**src/rtl/dep_scoreboard_pkg.sv**
```systemverilog
`default_nettype none
// +----------------------------------------------------------------------+
// | Module : dep_scoreboard_pkg                                          |
// | Brief  : Shared operand-select encodings and defaults for the        |
// |          register dependency scoreboard.                             |
// | Rev    : 1.0  initial release                                        |
// +----------------------------------------------------------------------+
package dep_scoreboard_pkg;

  // Width of one per-source operand override select
  localparam int c_op_sel_size = 2;

  // Largest issue-to-writeback latency supported by the core
  localparam int c_dep_max_lat = 7;

  // Operand source override: register file, EXEC forward bus or WB bus
  typedef enum logic [c_op_sel_size-1:0] {
    OVERRIDE_NONE = 2'd0,
    OVERRIDE_EXEC = 2'd1,
    OVERRIDE_WB   = 2'd2
  } op_sel_e;

endpackage
`default_nettype wire

```
**src/rtl/dep_reg_counter.sv**
```systemverilog
`default_nettype none
// +----------------------------------------------------------------------+
// | Module : dep_reg_counter                                             |
// | Brief  : Remaining-latency counter for one architectural register.   |
// |          Load on issue, count down to commit, clear on flush.        |
// | Rev    : 1.0  initial release                                        |
// +----------------------------------------------------------------------+
module dep_reg_counter #(
  parameter int LAT_W = 3
) (
  input  logic             clk,
  input  logic             rst,
  input  logic             flush,
  input  logic             load,
  input  logic [LAT_W-1:0] load_val,
  output logic [LAT_W-1:0] cnt,
  output logic             busy
);

  logic [LAT_W-1:0] r_cnt;
  logic             r_busy;
  logic [LAT_W-1:0] w_next;

  // Next count: flush drops everything (a cnt==1 entry commits anyway),
  // a new producer overrides the decrement, otherwise count down to idle
  always_comb begin
    w_next = r_cnt;
    if (flush) begin
      w_next = '0;
    end else if (load) begin
      w_next = load_val;
    end else if (r_cnt != '0) begin
      w_next = r_cnt - LAT_W'(1);
    end
  end

  // Counter and its busy flag are both flops so busy_vec is glitch-free
  always_ff @(posedge clk) begin
    if (rst) begin
      r_cnt  <= '0;
      r_busy <= 1'b0;
    end else begin
      r_cnt  <= w_next;
      r_busy <= (w_next != '0);
    end
  end

  assign cnt  = r_cnt;
  assign busy = r_busy;

endmodule
`default_nettype wire

```
**src/rtl/dep_scoreboard.sv**
```systemverilog
`default_nettype none
// +----------------------------------------------------------------------+
// | Module : dep_scoreboard                                              |
// | Brief  : Per-register dependency scoreboard for the issue stage.     |
// |          RAW/WAW stall detection and per-source forward select.      |
// | Rev    : 1.0  initial release                                        |
// +----------------------------------------------------------------------+
module dep_scoreboard
  import dep_scoreboard_pkg::*;
#(
  parameter int NUM_REGS   = 8,
  parameter int REG_ADDR_W = 3,
  parameter int NUM_SRC    = 2,
  parameter int MAX_LAT    = c_dep_max_lat,
  parameter int LAT_W      = 3
) (
  input  logic                            clk,
  input  logic                            rst,
  input  logic                            issue_valid,
  input  logic [NUM_SRC-1:0]              issue_src_valid,
  input  logic [NUM_SRC*REG_ADDR_W-1:0]   issue_src,
  input  logic                            issue_dst_valid,
  input  logic [REG_ADDR_W-1:0]           issue_dst,
  input  logic [LAT_W-1:0]                issue_lat,
  input  logic                            flush,
  output logic                            issue_ready,
  output logic [NUM_SRC*c_op_sel_size-1:0] fwd_sel,
  output logic [NUM_REGS-1:0]             busy_vec,
  output logic [15:0]                     stall_cnt
);

  logic [LAT_W-1:0]   w_cnt [NUM_REGS];
  logic [NUM_REGS-1:0] w_busy;
  logic [NUM_SRC-1:0]  w_raw;
  logic                w_waw;
  logic                w_accept;
  logic [LAT_W-1:0]    w_eff_lat;
  logic [15:0]         r_stall_cnt;

  // A zero latency is illegal; treat it as a single-cycle producer
  assign w_eff_lat = (issue_lat == '0) ? LAT_W'(1) : issue_lat;

  // Flush cycles never record the presented instruction
  assign w_accept = issue_valid & issue_ready & ~flush;

  generate
    for (genvar r = 0; r < NUM_REGS; r++) begin : g_reg
      logic w_load;
      assign w_load = w_accept & issue_dst_valid &
                      (issue_dst == REG_ADDR_W'(r));
      dep_reg_counter #(
        .LAT_W (LAT_W)
      ) u_cnt (
        .clk      (clk),
        .rst      (rst),
        .flush    (flush),
        .load     (w_load),
        .load_val (w_eff_lat),
        .cnt      (w_cnt[r]),
        .busy     (w_busy[r])
      );
    end
  endgenerate

  generate
    for (genvar k = 0; k < NUM_SRC; k++) begin : g_src
      logic [LAT_W-1:0] w_src_cnt;
      op_sel_e          w_sel;
      // Sources see pre-update state, so a self-dependent op reads the old entry
      assign w_src_cnt = w_cnt[issue_src[k*REG_ADDR_W +: REG_ADDR_W]];
      assign w_raw[k]  = issue_src_valid[k] & (w_src_cnt > LAT_W'(2));
      assign w_sel     = !issue_src_valid[k]        ? OVERRIDE_NONE :
                         (w_src_cnt == LAT_W'(1))   ? OVERRIDE_WB   :
                         (w_src_cnt == LAT_W'(2))   ? OVERRIDE_EXEC :
                                                      OVERRIDE_NONE;
      assign fwd_sel[k*c_op_sel_size +: c_op_sel_size] =
          issue_valid ? w_sel : OVERRIDE_NONE;
    end
  endgenerate

  // New writer must finish strictly after the pending one to keep WB ordered
  assign w_waw = issue_dst_valid & (w_cnt[issue_dst] >= w_eff_lat);

  assign issue_ready = ~((|w_raw) | w_waw);

  // Saturating count of cycles where a valid instruction was held back
  always_ff @(posedge clk) begin
    if (rst) begin
      r_stall_cnt <= '0;
    end else if (issue_valid && !issue_ready && (r_stall_cnt != 16'hFFFF)) begin
      r_stall_cnt <= r_stall_cnt + 16'd1;
    end
  end

  // Flag illegal producer latencies presented for issue
  always_ff @(posedge clk) begin
    if (!rst && issue_valid && issue_dst_valid) begin
      assert ((issue_lat != '0) && (issue_lat <= LAT_W'(MAX_LAT)));
    end
  end

  assign busy_vec  = w_busy;
  assign stall_cnt = r_stall_cnt;

endmodule
`default_nettype wire
```
**config.mk**
```make
export PLATFORM = sky130hd
export DESIGN_NAME = dep_scoreboard
export DESIGN_NICKNAME = d
export VERILOG_FILES = /design/src/rtl/dep_scoreboard_pkg.sv /design/src/rtl/dep_reg_counter.sv /design/src/rtl/dep_scoreboard.sv
export SDC_FILE = /design/constraint.sdc
export NUM_CORES = 1
export LEC_CHECK = 0
export ABC_AREA = 0
export CAP_MARGIN = 5
export CORE_MARGIN = 3
export CORE_UTILIZATION = 40
export CTS_BUF_LIST = sky130_fd_sc_hd__clkbuf_8
export DETAILED_ROUTE_END_ITERATION = 10
export SYNTH_ARGS = -nofsm -noshare
export SYNTH_HDL_FRONTEND = slang
export SYNTH_SLANG_ARGS = --single-unit
```
**constraint.sdc**
```tcl
create_clock -name clk -period 7.8 [get_ports clk]
set_input_delay 1.56 -clock clk [delete_from_list [all_inputs] [get_ports clk]]
set_output_delay 1.56 -clock clk [all_outputs]
set_load 0.01 [all_outputs]
```
==> run_results.csv <==
group,metric,value,unit
clocking,clk_latency,0.31,ns
setup_path,path_class,"input port to output port",
yosys,syn_area_per_cell,9.15,um2
grt,grt_first_pass_wirelength,14.6,mm
layout,area_growth,15.9,%
floorplanning,core_region_area,8810,um2
timing,slew_viol_final,0,
yosys,synth_top_area_share,26.2,%
yosys,yosys_warnings,0,
pwr,worst_ir_drop_vdd,0.0000786,V
floorplanning,dieArea,10300,um2
setup_path,r2r_slack,4.72,ns
pwr,p_leak,1.51,nW
yosys,synth-compound-area-share,8.65,%
routing,wirelength,8.89,mm
yosys,muxShareOfSynthArea,25.8,%
grt,grt_pass1_vias,2897,
floorplanning,pin_count,48,
pwr,power_density,131,nW/um2
layout,finalNonFillerCells,539,
timing,skew,0.00874,ns
layout,diodes,0,
clocking,cts_buffers,5,
setup_path,crit_slowest_cell,"clkdlybuf4s50_1",
timing,slew-limit-headroom,39.0,%
setup_path,path_max_fanout,26,
clocking,cts_tree,"built",
setup_path,cp_top_family,"buffers and inverters",
layout,register_area,961,um2
layout,multi_input_area,2460,um2
timing,min_period_over_period,86.3,%
grt,antenna_found_initial,0,
setup_path,r2r_end,"g_reg[4].u_cnt.cnt[1]$_SDFF_PP0_",
clocking,cts_buffer_depth,2,
flow_run,drv_cap,0,
placement,hpwlAfterDp,6.74,mm
layout,fillCellCount,815,
floorplanning,die_width,102,um
timing,finalCriticalPeriod,6.73,ns
placement,place_area,4130,um2
setup_path,critPathLaunchType,"input port",
setup_path,cp-endpoint,"issue_ready",
timing,finalSetupViolCount,0,
yosys,synth_adder_area_share,6.84,%
setup_path,reg2regPathDepth,11,
grt,grt_max_degree,34,
min_path,min_path_type,"register to register",
yosys,synth_top_family_by_area,"multiplexers",
clocking,clock_sinks,48,
yosys,ys_ff_latch,48,
setup_path,crit_cells,11,
floorplanning,rows,34,
routing,drtIter0Drc,132,
layout,final_util,48.2,%
timing,fmax,149,MHz
grt,grt_overflow,0,
yosys,yosysSeqAreaShare,26.2,%
timing,finalHoldViolCount,0,
clocking,hold_buffers,0,
yosys,yosysTopAreaCell,"dfxtp_1",
yosys,synth_edf_count,0,
yosys,synth_most_common_cell,"dfxtp_1",
yosys,synthTopCellsByCount,"48 x dfxtp_1, 42 x nor2_1, 36 x nand2_1",
setup_path,crit_buf_inv,3,
routing,viasPerCell,5.60,
placement,port_buffers,47,
clocking,cts_resized,0,
yosys,yosys.area_share.simple,24.1,%
placement,gp_congestion,0.915,
layout,finalInstanceArea,4240,um2
pwr,report.power.total,0.556,mW
placement,placed_cells,531,
yosys,synthCells,400,
clocking,root_buffer,"clkbuf_8",
setup_path,path_cells,"clkdlybuf4s50_1 -> mux4_2 -> mux2i_1 -> ha_1 -> nand2b_1 -> a21o_1 -> a21o_1 -> a22oi_2 -> nand2_4 -> inv_4 -> clkdlybuf4s50_1",
routing,wire_per_inst,16.5,um
routing,drtPass1Iterations,4,
setup_path,required,6.24,ns
min_path,whs_path_depth,2,
layout,drive_gt1_share,13.7,%
setup_path,critical_path.max_stage_delay,0.92,ns
outcome,status,"finished, final reports clean",
setup_path,cp-startpoint,"issue_dst[0]",
grt,grt_use_total,18.0,%
setup_path,r2r-start,"g_reg[0].u_cnt.cnt[1]$_SDFF_PP0_",
yosys,synth_area_leaders,"dfxtp_1 26%, mux4_2 11%, mux2i_1 8.7%",
yosys,synth_xor_area_share,1.91,%
routing,vias,3017,
floorplanning,start_util,41.6,%
timing,setup-tns-final,0,ns
setup_path,critPathCaptureType,"output port",
routing,ant_nets,0,
yosys,synth_cell_types,45,
yosys,synth_flop_cell,"dfxtp_1",
floorplanning,die_y,102,um
yosys,syn-num-nets,439,
layout,fin_nets,469,
clocking,path_clk_slew,0.09,ns
yosys,syn_area,3660,um2
clocking,cts.htree.levels,2,
timing,rsz0062_at_grt,"false",
timing,worst_slew_pin_slew,0.912,ns
clocking,post_cts_buffers,0,
setup_path,crit_arrival,5.17,ns
yosys,async_flop_share,0,%
routing,drc,0,
-- cell type report --
cell class              instances  area share (%)
inverters                      21            1.92
clock inverters                 3            1.09
repair buffers                 49            11.4
clock buffers                   5            1.62
well taps                     108            3.19
flip-flops and latches         48            22.7
multi-input cells             305            58.1
-- cell usage in the layout (no fill, tap or decap), types with 10 or more instances in the layout --
master / count
nor2_1: 41
dfxtp_1: 48
nand3_1: 14
inv_1: 20
clkdlybuf4s50_1: 47
mux4_2: 18
nor3_1: 12
mux2_2: 10
a21oi_1: 24
nand2b_1: 11
ha_1: 20
mux2i_1: 32
nand2_1: 36
nor2b_1: 10
-- layer usage --
layer	routed length, um	global-route usage [%]	up-vias
met5	0	0	-
met1	4150	23.3	1445
met4	104	4.60	0
met3	355	2.55	7
li1	-	-	1486
met2	4290	31.3	79
-- worst reg2reg max path, stage by stage, from the launching register on --
cell,delay (ns)
dfxtp_1,0.43
inv_1,0.12
mux4_2,0.45
o21ai_0,0.17
ha_1,0.26
a21o_1,0.16
a21o_1,0.18
a22oi_2,0.22
nand2_4,0.14
inv_4,0.26
and3_1,0.40
mux2i_1,0.22
-- registers in the layout, summed over array words and instances (netlist names) --
register      cells
g.u_cnt.busy      8
stall_cnt        16
g.u_cnt.cnt      24
-- stage by stage --
| step | setup WS, ns | hold WS (ns) |
|---|---|---|
| 2_1_floorplan | 2.19 | 0.508 |
| 3_3_place_gp | 1.12 | 0.490 |
| 3_5_place_dp | 1.04 | 0.509 |
| 4_1_cts | 1.03 | 0.522 |
| 5_1_grt | 0.840 | 0.551 |
| 6_report | 1.07 | 0.512 |
-- logic make-up after synthesis --
| group | after synthesis |
|---|---|
| flops | 48 |
| xor+xnor | 8 |
| compound gates | 52 |
| fa+ha+maj | 20 |
| simple gates | 158 |
| buf+inv | 47 |
| mux | 67 |
-- report_power, final --
part	leakage, nW	internal [mW]	switching (mW)	total (mW)
Combinational	1.07	0.0480	0.0556	0.104
Sequential	0.387	0.251	0.00655	0.258
Clock	0.0548	0.0968	0.0977	0.195
-- worst min-delay path by stage --
stage | startpoint | end | slack (ns)
2_1_floorplan | stall_cnt[15]$_SDFFE_PP0P_ | stall_cnt[15]$_SDFFE_PP0P_ | 0.51
3_3_place_gp | stall_cnt[15]$_SDFFE_PP0P_ | stall_cnt[15]$_SDFFE_PP0P_ | 0.49
3_5_place_dp | stall_cnt[15]$_SDFFE_PP0P_ | stall_cnt[15]$_SDFFE_PP0P_ | 0.51
4_1_cts | stall_cnt[15]$_SDFFE_PP0P_ | stall_cnt[15]$_SDFFE_PP0P_ | 0.52
5_1_grt | stall_cnt[15]$_SDFFE_PP0P_ | stall_cnt[15]$_SDFFE_PP0P_ | 0.55
6_report | stall_cnt[15]$_SDFFE_PP0P_ | stall_cnt[15]$_SDFFE_PP0P_ | 0.51
No activity file was read; power rests on OpenSTA's default activity.
